--- config.mk ---
export PLATFORM = sky130hd
export DESIGN_NAME = fmul_sig_arbiter
export DESIGN_NICKNAME = d
export VERILOG_FILES = /design/src/rtl/fmul_sig_arbiter.sv
export SDC_FILE = /design/constraint.sdc
export NUM_CORES = 1
export LEC_CHECK = 0
export CORE_MARGIN = 2
export CORE_UTILIZATION = 36
export DETAILED_ROUTE_END_ITERATION = 6
export GPL_TIMING_DRIVEN = 0
export PLACE_DENSITY = 0.78
export SYNTH_ARGS = -nofsm -noshare
export SYNTH_HDL_FRONTEND = slang
export SYNTH_SLANG_ARGS = --single-unit
--- constraint.sdc ---
create_clock -name clk -period 1.5 [get_ports clk]
set_input_delay 0.225 -clock clk [delete_from_list [all_inputs] [get_ports clk]]
set_output_delay 0.225 -clock clk [all_outputs]
set_load 0.005 [all_outputs]
--- src/rtl/fmul_sig_arbiter.sv ---
// fmul_sig_arbiter: two-requester round-robin front end for a shared
// significand multiply/normalise/round unit. A granted request's operands
// are registered onto the unit, held for LATENCY cycles, and the unit results
// are then captured into a tagged response with valid/ready backpressure.
// Optional grant counters are compiled in with FMUL_ARB_STATS_EN.
module fmul_sig_arbiter #(
  parameter int LATENCY = 1
) (
  input  logic        clk,
  input  logic        rst_n,
  input  logic [1:0]  req_valid,
  output logic [1:0]  req_ready,
  input  logic [23:0] req0_mx,
  input  logic [23:0] req0_my,
  input  logic [23:0] req1_mx,
  input  logic [23:0] req1_my,
  input  logic [1:0]  req0_rmode,
  input  logic [1:0]  req1_rmode,
  input  logic        req0_sz,
  input  logic        req1_sz,
  output logic [23:0] sig_mx,
  output logic [23:0] sig_my,
  output logic [1:0]  sig_rmode,
  output logic        sig_sz,
  input  logic [22:0] sig_mz,
  input  logic        sig_ovf,
  input  logic [4:0]  sig_shl,
  input  logic        sig_ovr,
  output logic        rsp_valid,
  input  logic        rsp_ready,
  output logic        rsp_id,
  output logic [22:0] rsp_mz,
  output logic        rsp_ovf,
  output logic [4:0]  rsp_shl,
  output logic        rsp_ovr
`ifdef FMUL_ARB_STATS_EN
  ,
  input  logic        stat_clr,
  output logic [15:0] stat_gnt0,
  output logic [15:0] stat_gnt1
`endif
);

  // Counter wide enough for LATENCY-1, never narrower than one bit.
  localparam int CW = (LATENCY > 1) ? $clog2(LATENCY) : 1;

  typedef enum logic [1:0] {IDLE, BUSY, RESP} state_t;

  typedef struct packed {
    logic [23:0] mx;
    logic [23:0] my;
    logic [1:0]  rmode;
    logic        sz;
  } op_t;

  typedef struct packed {
    logic        id;
    logic [22:0] mz;
    logic        ovf;
    logic [4:0]  shl;
    logic        ovr;
  } rsp_t;

  state_t        state_q, state_d;
  logic [CW-1:0] cnt_q, cnt_d;
  logic          last_q, last_d;
  logic          id_q, id_d;
  op_t           op_q, op_d;
  rsp_t          rsp_q, rsp_d;
  logic          rsp_valid_q, rsp_valid_d;

  logic gnt;
  logic req_hs;
  op_t  op0, op1;

  assign op0 = '{mx: req0_mx, my: req0_my, rmode: req0_rmode, sz: req0_sz};
  assign op1 = '{mx: req1_mx, my: req1_my, rmode: req1_rmode, sz: req1_sz};

  // Round-robin grant: a lone requester wins, a tie goes to the one not served last.
  always_comb begin
    gnt       = req_valid[1] & (~req_valid[0] | ~last_q);
    req_ready = '0;
    if (rst_n && state_q == IDLE && |req_valid) req_ready[gnt] = 1'b1;
  end

  assign req_hs = |(req_valid & req_ready);

  // Next-state: accept in IDLE, count down in BUSY, hold response until taken in RESP.
  always_comb begin
    state_d     = state_q;
    cnt_d       = cnt_q;
    last_d      = last_q;
    id_d        = id_q;
    op_d        = op_q;
    rsp_d       = rsp_q;
    rsp_valid_d = rsp_valid_q;
    case (state_q)
      IDLE: begin
        if (req_hs) begin
          op_d    = gnt ? op1 : op0;
          id_d    = gnt;
          last_d  = gnt;
          cnt_d   = CW'(LATENCY - 1);
          state_d = BUSY;
        end
      end
      BUSY: begin
        if (cnt_q != '0) begin
          cnt_d = cnt_q - CW'(1);
        end else begin
          rsp_d       = '{id: id_q, mz: sig_mz, ovf: sig_ovf, shl: sig_shl, ovr: sig_ovr};
          rsp_valid_d = 1'b1;
          state_d     = RESP;
        end
      end
      RESP: begin
        if (rsp_ready) begin
          rsp_valid_d = 1'b0;
          state_d     = IDLE;
        end
      end
      default: state_d = IDLE;
    endcase
  end

  // State and output registers; last resets to 1 so requester 0 wins the first tie.
  always_ff @(posedge clk or negedge rst_n) begin
    if (!rst_n) begin
      state_q     <= IDLE;
      cnt_q       <= '0;
      last_q      <= 1'b1;
      id_q        <= 1'b0;
      op_q        <= '0;
      rsp_q       <= '0;
      rsp_valid_q <= 1'b0;
    end else begin
      state_q     <= state_d;
      cnt_q       <= cnt_d;
      last_q      <= last_d;
      id_q        <= id_d;
      op_q        <= op_d;
      rsp_q       <= rsp_d;
      rsp_valid_q <= rsp_valid_d;
    end
  end

  assign sig_mx    = op_q.mx;
  assign sig_my    = op_q.my;
  assign sig_rmode = op_q.rmode;
  assign sig_sz    = op_q.sz;
  assign rsp_valid = rsp_valid_q;
  assign rsp_id    = rsp_q.id;
  assign rsp_mz    = rsp_q.mz;
  assign rsp_ovf   = rsp_q.ovf;
  assign rsp_shl   = rsp_q.shl;
  assign rsp_ovr   = rsp_q.ovr;

`ifdef FMUL_ARB_STATS_EN
  logic [15:0] gnt0_q, gnt0_d;
  logic [15:0] gnt1_q, gnt1_d;

  // Saturating per-requester handshake counters; clear beats increment.
  always_comb begin
    gnt0_d = gnt0_q;
    gnt1_d = gnt1_q;
    if (stat_clr) begin
      gnt0_d = '0;
      gnt1_d = '0;
    end else begin
      if (req_valid[0] && req_ready[0] && gnt0_q != 16'hFFFF) gnt0_d = gnt0_q + 16'd1;
      if (req_valid[1] && req_ready[1] && gnt1_q != 16'hFFFF) gnt1_d = gnt1_q + 16'd1;
    end
  end

  // Counter registers.
  always_ff @(posedge clk or negedge rst_n) begin
    if (!rst_n) begin
      gnt0_q <= '0;
      gnt1_q <= '0;
    end else begin
      gnt0_q <= gnt0_d;
      gnt1_q <= gnt1_d;
    end
  end

  assign stat_gnt0 = gnt0_q;
  assign stat_gnt1 = gnt1_q;
`endif

endmodule

# After elaboration in Yosys (flattened, before gate mapping)
# Cells that the tools add are included.
# classes
n_addsub	1
magnitude_cmp	2
n_eq_ne	5
n_mux	14
bitwise_logic	6
reduce_logical	13
# ops
op	n
2-to-1 mux 51 bit	1
2-to-1 mux 2 bit	4
inequality test 2 bit, second input constant	3
case mux 2 bit (3 select lines)	1
AND reduction 2 bit	3
AND reduction 3 bit	2
2-to-1 mux 1 bit	5
case mux 1 bit (2 select lines)	2
nonzero test 2 bit	2
OR reduction 2 bit	2
logical AND 1 bit	3
inverter 1 bit	3
AND 2 bit	1
== test 2 x 1 -> 1 bit, second input constant	1
== test 2 bit, second input constant	1
logical NOT 2 bit	1
< comparator 1 x 2 -> 1 bit, second input constant	1
AND 1 bit	1
demux 1 bit (select 1 bit)	1
greater-or-equal comparator 1 bit, second input constant	1
bitwise OR 1 bit	1
subtractor 1 bit, second input constant	1
# word_totals
register_bits	88
inputBits	137
elab_cells	55

# Longest topological paths before layout
# Gate-level depths: netlist of the first run.
# logic_depth
depth_word	12
depth_mapped	6

# Worst setup path before layout of the first run
# No wires, ideal clock.
# synth_path
path_type	reg-to-output
startpoint	reg state_q[1]
endpoint	out req_ready[0]
t_arrival_ps	1277
required_ps	1275
setup_slack_ps	-2
stages_incl_launch_ff	5
n_path_buf	2
path_cell_list	dfrtp_1 or3b_1 buf_6 buf_6 nor3b_1
# synth_between
elab_chain_cells	4
# synth_lines
element	line	text
start, declared	64	state_t state_q, state_d;
start signal, assigned	137	state_q <= state_d;
logical NOT 2 bit	83	if (rst_n && state_q == IDLE && |req_valid) req_ready[gnt] = 1'b1;
logical AND 1 bit (2 in series)	83	
2-to-1 mux 2 bit	83	
end, declared	12	output logic [1:0] req_ready,
# Every way passes these cells.

# Worst setup path after layout of the first run
# layout_path
startpoint	reg state_q[1]
endpoint	out req_ready[1]
# The elaborated chain is that of the path after synthesis.

==> impl_metrics.toml, run 1 <==
[outcome]
status = "complete, but fails checks"
violations = "setup timing"

[floorplan]
top_level_ports = 222
dieArea_sq_um = 12300
die_y_microns = 111
core_sq_um = 11000
rows = 38
initial_core_util = 0.373
die_x_microns = 111

[placed_design]
hpwl_microns = 9120
io_buffer_count = 220
place_area_sq_um = 6510
gp_congestion = 0.784

[critical_path]
crit_slowest_cell = "dfrtp_1"
r2r_slack_ns = -0.19
r2r-start = "state_q[1]"
path_class = "reg -> out"
crit_chain = "buf_4, nor3b_4, and3_1, buf_6, buf_8, buf_6"
r2r-end = "sig_my[13]"
cp_max_fo = 3
end_kind = "output pin"
slowest_delay_ns = 0.40
worstRegToRegCells = 6
cp-start-kind = "flip-flop"
critical_path_required_ns = 1.27
worst_path_most_repeated_cell = "buf_6"
critical_path_arrival_ns = 1.59

[clock_tree]
root_buffer = "clkbuf_16"
cts-htree-levels = 3
clk_latency_ns = 0.34
clk_pin_slew_ns = 0.06
cts_tree = "done"
clockBufferDepth = 2
cts-buffers-inserted = 9
cts.sinks = 87

[job]
maxCapViolCount = 0

[global_route]
overflow = 0
grt_first_pass_wirelength_microns = 20800
grt_pass1_vias = 4007
grt_max_degree = 32
antenna_found_initial = 0
grt.total_usage = 0.211

[layout]
multi_input_area_sq_um = 1820
fill_cells = 816
final_cell_mix = "clkdlybuf4s50_1, dfrtp_1, nand2_1"
final_common_cell = "clkdlybuf4s50_1"
nets = 714
postLayoutCoreUtil = 0.683
synthToLayoutAreaGrowth_pct = 82.9
num_antenna_cells = 0
stdcell_area_sq_um = 7500
ff_latch_area_sq_um = 2180
drive_gt1_frac = 0.268

[synth]
synth_cell_types = 25
synth_fa_ha_area_frac = 0
ys_warn_count = 0
synth_xor_area_frac = 0
syn_avg_cell_area_sq_um = 12.8
synth_top_cell_by_area = "dfrtp_1"
synth_mux_area_frac = 0.0851
synth_top_family_by_area = "simple AND/OR/NAND/NOR gates"
synth-simple-area-share = 0.184
syn_inst = 321
synth-compound-area-share = 0.134
syn_nets = 458
ys_seq_area_frac = 0.531
synthesis.area_sq_um = 4100
synth.area.top_cells = "dfrtp_1, a221o_1, nor3_2, mux2_2, nand2_1"
synth_top_area_share = 0.525
synth_seq_cells = 87

[routing]
antenna_left = 0
drt-vias-per-instance = 5.22
drtPass1Iterations = 4
routedWlPerCell_microns = 18.7
routed_wl_microns = 13500
vias = 3766
drt_iter0_drc = 238
drc = 0

[timing]
tns_ns = -7.55
drv_slew = 0
finalCriticalPeriod_ns = 1.81
finalSetupViolations = 53
relSlewSlack = 0.625
final_hold_viol_count = 0
post-route-period-util = 1.21
fmax_ghz = 0.552
worstMarginPinSlew_ns = 0.562
setup_slack_ns = -0.313
rsz0062_at_grt = "true"
fin_worst_skew_ns = 0.00525

[worst_hold_path]
hold_depth = 4
worstHoldPathType = "in -> reg"
hold_end = "sig_my[1]"
holdCritStartpoint = "req_valid[0]"

[power_and_ir_drop]
p_per_area_nw_per_um2 = 1600
ir_drop_mv = 0.792
leakagePower_nw = 3.08
p_total_mw = 12.0
-- cells by family (layout without fill, tap and decap cells) --
kind of cell / count (synthesis) / in the layout
AO/OA/AOI/OAI: 57 / 57
buffers and inverters: 35 / 296
flip-flops: 87 / 87
multiplexers: 31 / 31
AND/OR/NAND/NOR: 111 / 111
-- cell type report --
| type | instances | share of cell area |
|---|---|---|
| Clock buffer | 10 | 0.0318 |
| Inverter | 2 | 0.00100 |
| Timing Repair Buffer | 247 | 0.356 |
| Tap cell | 140 | 0.0233 |
| Clock inverter | 6 | 0.00967 |
| Sequential cell | 87 | 0.290 |
| Buffer | 31 | 0.0447 |
| Multi-Input combinational cell | 199 | 0.243 |
-- synthesized netlist by cell type, drive strengths merged --
library cell	number
dfrtp	86
nand2	52
a221o	51
nor3	51
mux2	31
buf	27
clkbuf	6
a21o	3
inv	2
nor2	2
nor3b	2
o21ai	2
a21oi	1
and2b	1
and3	1
dfstp	1
nor2b	1
or3b	1
-- worst max path at each step --
stage	slack (ns)	end	cells after the start	from
6_report	-0.31	req_ready[1]	6	state_q[1]
4_1_cts	-0.36	req_ready[0]	5	state_q[0]
2_1_floorplan	0.04	sig_mx[17]	5	last_q
5_1_grt	-0.35	req_ready[1]	6	state_q[1]
3_5_place_dp	-1.06	req_ready[0]	7	rst_n
3_3_place_gp	-3.92	req_ready[1]	6	rst_n
-- metal layers --
layer | wire (microns) | vias up | track usage
met5 | 0 | - | 0
met4 | 252 | 0 | 0.0783
met3 | 803 | 20 | 0.0514
met2 | 6880 | 161 | 0.364
met1 | 5530 | 1865 | 0.255
li1 | - | 1720 | -
-- per-stage QoR --
stage / hold slack, ns / setup slack, ns / instances
floorplan: -0.0706 / 0.0368 / 321
global placement: 0.465 / -3.92 / 681
detailed placement: 0.169 / -1.06 / 682
CTS: 0.437 / -0.360 / 714
global route: 0.495 / -0.351 / 722
finish: 0.446 / -0.313 / 722
-- worst max-delay path, delay by kind of cell, from the launching register on --
family | cells | cell delay (ns)
flops | 1 | 0.40
buf+inv | 4 | 0.45
simple gates | 2 | 0.40
-- registers in the layout, indices dropped and copies added (netlist names) --
signal     count
sig_mx        24
sig_my        24
rsp_mz        23
rsp_shl        5
sig_rmode      2
state_q        2
id_q           1
last_q         1
rsp_id         1
rsp_ovf        1
rsp_ovr        1
rsp_valid      1
sig_sz         1
-- power by group --
part | total (mW) | switching [mW] | internal (mW)
clock network | 2.33 | 0.968 | 1.36
registers | 4.12 | 0.648 | 3.47
logic | 5.57 | 1.91 | 3.66
-- what timing repair did --
item | CTS | global route
hold buffers | 6 | 0
setup endpoints to repair | 85 | 85
hold endpoints to repair | 26 | 0
gates cloned | 2 | 7
pin swaps | 8 | 23
gates resized for setup | 27 | 46
buffers inserted | 9 | 3
(Power assumes the default switching activity.)
==> inputs of run 2 (changes only) <==
- ABC_AREA: default -> 1
- CAP_MARGIN: default -> 20
- SETUP_SLACK_MARGIN: default -> 0.1
==> impl_metrics.toml, run 2 <==
[synth]
synth_fa_ha_area_frac = 0
synth_top_area_share = 0.524
syn_nets = 679
synth_xor_area_frac = 0
syn_inst = 542
synth-compound-area-share = 0.00244
synthesis.area_sq_um = 4110
synth-simple-area-share = 0.410
ys.flop_type = "dfrtp_1"
ys_async_sr_fraction = 1.00
synth-edff-count = 0
synth_cell_types = 20
synth.area.top_cells = "dfrtp_1, nand2_1, nand3_1, buf_6, buf_2"
synth_mux_area_frac = 0
synth_top_family_by_area = "simple AND/OR/NAND/NOR gates"
synthTopCellsByCount = "nand2_1, dfrtp_1, nand3_1, buf_2, buf_6"
synth_seq_cells = 87
synth_top_cell_by_area = "dfrtp_1"
ys_seq_area_frac = 0.531
ys_warn_count = 0
syn_avg_cell_area_sq_um = 7.57
synth_most_common_cell = "nand2_1"

[worst_hold_path]
worstHoldPathType = "in -> async"

[job]
maxCapViolCount = 0

[timing]
final_hold_viol_count = 43
fin_worst_skew_ns = 0.00328
finalCriticalPeriod_ns = 1.61
fmax_ghz = 0.622
post-route-period-util = 1.07
relSlewSlack = 0.572
finalSetupViolations = 2
drv_slew = 0
worstMarginPinSlew_ns = 0.641
rsz0062_at_grt = "true"
tns_ns = -0.167
setup_slack_ns = -0.107
fin_hold_ws_ns = -0.225

[global_route]
grt_max_degree = 47
grt_first_pass_wirelength_microns = 22100
grt_pass1_vias = 4513
antenna_found_initial = 0
grt.total_usage = 0.226
overflow = 0

[routing]
drt_iter0_drc = 225
drtPass1Iterations = 4
routedWlPerCell_microns = 15.0
routed_wl_microns = 14100
antenna_left = 0
vias = 4472
drc = 0
drt-vias-per-instance = 4.77

[floorplan]
initial_core_util = 0.374
core_sq_um = 11000
dieArea_sq_um = 12300
rows = 38
top_level_ports = 222
die_y_microns = 111
die_x_microns = 111

[clock_tree]
clk_latency_ns = 0.33
clk_pin_slew_ns = 0.06
cts-buffers-inserted = 9
cts_tree = "done"
root_buffer = "clkbuf_16"
cts-htree-levels = 3
clockBufferDepth = 2
cts.sinks = 87

[critical_path]
crit_chain = "nand2_4, nand2_4, buf_8, inv_4, nor2_4, buf_2"
critPathBufInv = 3
crit_slowest_cell = "dfstp_2"
cp-start-kind = "flip-flop"
slowest_delay_ns = 0.56
path_class = "reg -> out"
cp_max_fo = 2
cpLargestDelayFamily = "flip-flops"
path_depth = 6
worstRegToRegCells = 10
critical_path_arrival_ns = 1.38
critical_path_required_ns = 1.27
end_kind = "output pin"
worst_path_most_repeated_cell = "nand2_4"

[outcome]
violations = "hold timing, setup timing"
status = "complete, but fails checks"

[layout]
nets = 930
final_common_cell = "nand2_1"
drive_gt1_frac = 0.183
final_cell_mix = "nand2_1, clkdlybuf4s50_1, dfrtp_1"
num_antenna_cells = 0
synthToLayoutAreaGrowth_pct = 77.4
stdcell_area_sq_um = 7280

[placed_design]
place_ws_ns = -0.805
place_area_sq_um = 6510
io_buffer_count = 220
gp_congestion = 0.878
hpwl_microns = 10000

[power_and_ir_drop]
p_per_area_nw_per_um2 = 1460
switchingPower_mw = 3.58
p_sw_frac = 0.336
ir_drop_mv = 0.694
clkPwrFrac = 0.199
p_seq_frac = 0.377
p_int_mw = 7.08
combinationalPowerShare = 0.424
leakagePower_nw = 3.94
[run 2: changes by cell type in the layout (fill, tap and decap cells not counted), sizes merged, moves of 4 or more]
cell | previous run | this run
clkdlybuf4s50 | 217 | 133
clkbuf | 22 | 15
buf | 45 | 51
nor2 | 2 | 6
a221o | 51 | 0
dlymetal6s2s | 0 | 7
nand3 | 0 | 53
dlygate4sd2 | 0 | 77
nor3 | 51 | 0
mux2 | 31 | 0
nand2 | 52 | 356
[run 2: worst paths after layout]
check	start	end	slack, ns
setup / recovery	last_q	req_ready[0]	-0.11
hold / removal	rst_n	rsp_shl[0]	-0.22
setup reg to reg	last_q	sig_my[13]	0.04
hold reg to reg	rsp_mz[17]	rsp_mz[17]	0.46
max in group asynchronous	rst_n	last_q	1.13
min in group clk	req_valid[1]	sig_my[0]	0.34
[run 2: per-stage QoR]
step	hold WS [ns]	power, mW	utilization	std cells
final	-0.225	10.7	0.663	937
after global routing	-0.199	11.4	0.663	937
after CTS	-0.217	10.5	0.640	935
after detailed placement	0.259	8.72	0.593	903
after global placement	0.453	8.60	0.590	902
after floorplan	-0.0706	5.65	-	542
[run 2: metal layers]
layer  global-route usage  share of wire  up-vias
met5                    0              0        -
met3               0.0596          0.087       26
met4               0.0883          0.024        0
met2                0.394           0.49      221
met1                0.266           0.40     2059
li1                     -              -     2166
[run 2: power by group through the flow]
stage          Sequential (mW)  Combinational (mW)  Clock, mW
2_1_floorplan             4.08                1.57          0
3_3_place_gp              4.04                4.56          0
3_5_place_dp              4.06                4.66          0
4_1_cts                   4.01                4.38       2.15
5_1_grt                   4.14                5.00       2.29
6_report                  4.02                4.52       2.12
[run 2: cell families after synthesis]
kind of cell | Yosys count
buffers and inverters | 38
AOI/OAI and AO/OA | 2
DFF | 87
and+or+nand+nor | 415
[run 2: worst register-to-register path: cells and delay by family, from the launching register on]
kind / cells / cell delay [ns]
buffers and inverters: 4 / 0.49
DFF: 1 / 0.56
and+or+nand+nor: 6 / 0.36
[run 2: final cells by class]
class / count / area [sq um]
Tap cell: 140 / 175
Buffer: 32 / 283
Clock inverter: 4 / 47.5
Inverter: 6 / 25.0
Fill cell: 918 / 3700
Sequential cell: 87 / 2180
Multi-Input combinational cell: 417 / 1970
Clock buffer: 11 / 233
Timing Repair Buffer: 240 / 2370
[run 2: repair_timing]
item                       CTS  global route
resized for setup          152            81
hold endpoints to repair    43            43
setup endpoints to repair  127            59
setup buffers               12             3
gates cloned                 5             0
pin swaps                   21            27
==> inputs of run 3 (changes only) <==
- CTS_BUF_LIST: default -> sky130_fd_sc_hd__clkbuf_8
==> impl_metrics.toml, run 3 (synthesized netlist as in run 2, its figures left out) <==
[clock_tree]
clockBufferDepth = 2
cts.sinks = 87
cts-buffers-inserted = 9
clk_latency_ns = 0.34
cts-htree-levels = 3
clk_pin_slew_ns = 0.08
root_buffer = "clkbuf_8"
cts_tree = "done"

[placed_design]
io_buffer_count = 220
gp_congestion = 0.878
hpwl_microns = 10000
dp_cells = 903
place_area_sq_um = 6510

[floorplan]
die_y_microns = 111
die_x_microns = 111
top_level_ports = 222
initial_core_util = 0.374
dieArea_sq_um = 12300
rows = 38
core_sq_um = 11000

[layout]
final_cell_mix = "nand2_1, clkdlybuf4s50_1, dfrtp_1"
postLayoutCoreUtil = 0.657
final_cells = 942
final_common_cell = "nand2_1"
stdcell_area_sq_um = 7220
num_antenna_cells = 0
drive_gt1_frac = 0.188
synthToLayoutAreaGrowth_pct = 75.9
nets = 935

[global_route]
grt_pass1_vias = 4500
grt_first_pass_wirelength_microns = 22000
grt_max_degree = 47
antenna_found_initial = 0
overflow = 0
grt.total_usage = 0.225

[timing]
setup_slack_ns = -0.104
drv_slew = 0
finalCriticalPeriod_ns = 1.60
fin_hold_ws_ns = -0.235
post-route-period-util = 1.07
tns_ns = -0.239
fmax_ghz = 0.623
final_hold_viol_count = 43
finalSetupViolations = 7
worstMarginPinSlew_ns = 0.655
relSlewSlack = 0.563
fin_worst_skew_ns = 0.00952
rsz0062_at_grt = "true"

[worst_hold_path]
worstHoldPathType = "in -> async"

[outcome]
status = "complete, but fails checks"
violations = "hold timing, setup timing"

[power_and_ir_drop]
p_per_area_nw_per_um2 = 1410
ir_drop_mv = 0.667
leakagePower_nw = 3.86

[critical_path]
cp_max_fo = 2
cp-start-kind = "flip-flop"
crit_slowest_cell = "dfstp_2"
crit_chain = "nand2_4, nand2_4, buf_8, inv_2, nor2_4, buf_2"
worst_path_most_repeated_cell = "nand2_4"
critical_path_required_ns = 1.27
critical_path_arrival_ns = 1.38
slowest_delay_ns = 0.56
end_kind = "output pin"
path_class = "reg -> out"

[routing]
routed_wl_microns = 14200
routedWlPerCell_microns = 15.1
drtPass1Iterations = 4
vias = 4485
drt_iter0_drc = 193
drc = 0
antenna_left = 0
drt-vias-per-instance = 4.76

[job]
maxCapViolCount = 0
[run 3: cell type report]
type,instances,area [sq um]
Sequential cell,87,2180
Buffer,32,294
Clock inverter,6,55.1
Timing Repair Buffer,245,2400
Clock buffer,9,124
Tap cell,140,175
Fill cell,919,3760
Inverter,6,22.5
Multi-Input combinational cell,417,1970
[run 3: report_power, final]
group	internal (mW)	leakage, nW	switching (mW)
clock	0.743	0.0975	0.771
sequential	3.41	1.08	0.596
combinational	2.46	2.69	2.17
[run 3: path summary, 6_finish.rpt]
check | start | end | slack [ns] | cells past startpoint
setup / recovery | last_q | req_ready[0] | -0.10 | 6
hold / removal | rst_n | rsp_shl[0] | -0.24 | 1
setup reg to reg | last_q | sig_mx[23] | -0.02 | 10
hold reg to reg | rsp_mz[17] | rsp_mz[17] | 0.47 | 2
max in group asynchronous | rst_n | last_q | 1.14 | 2
min in group clk | req_valid[1] | sig_my[0] | 0.30 | 5
[run 3: metal layers]
layer  vias up  global-route usage  wire length (microns)  share of wire
li1       2173                   -                      -              -
met2       225               0.391                   7000           0.49
met5         -                   0                      0              0
met1      2057               0.265                   5530           0.39
met4         0              0.0942                    392          0.028
met3        30              0.0558                   1270          0.090
[run 3: critical path: cells and delay by family, from the launching register on]
family	cells	cell delay, ns
DFF	1	0.56
buffers and inverters	3	0.26
and+or+nand+nor	3	0.23
[run 3: timing repair]
item	in CTS	in global routing
setup buffers	16	3
endpoints found under the setup margin	126	52
pin swaps	17	30
endpoints found under the hold margin	43	43
resized for setup	154	81
cloned	5	1
[run 3: per-stage QoR]
stage          power, mW  setup WS [ns]
4_1_cts             9.94         -0.160
5_1_grt             10.9         -0.194
6_report            10.1         -0.104
3_5_place_dp        8.72         -0.805
2_1_floorplan       5.65          0.248
3_3_place_gp        8.60          -3.76
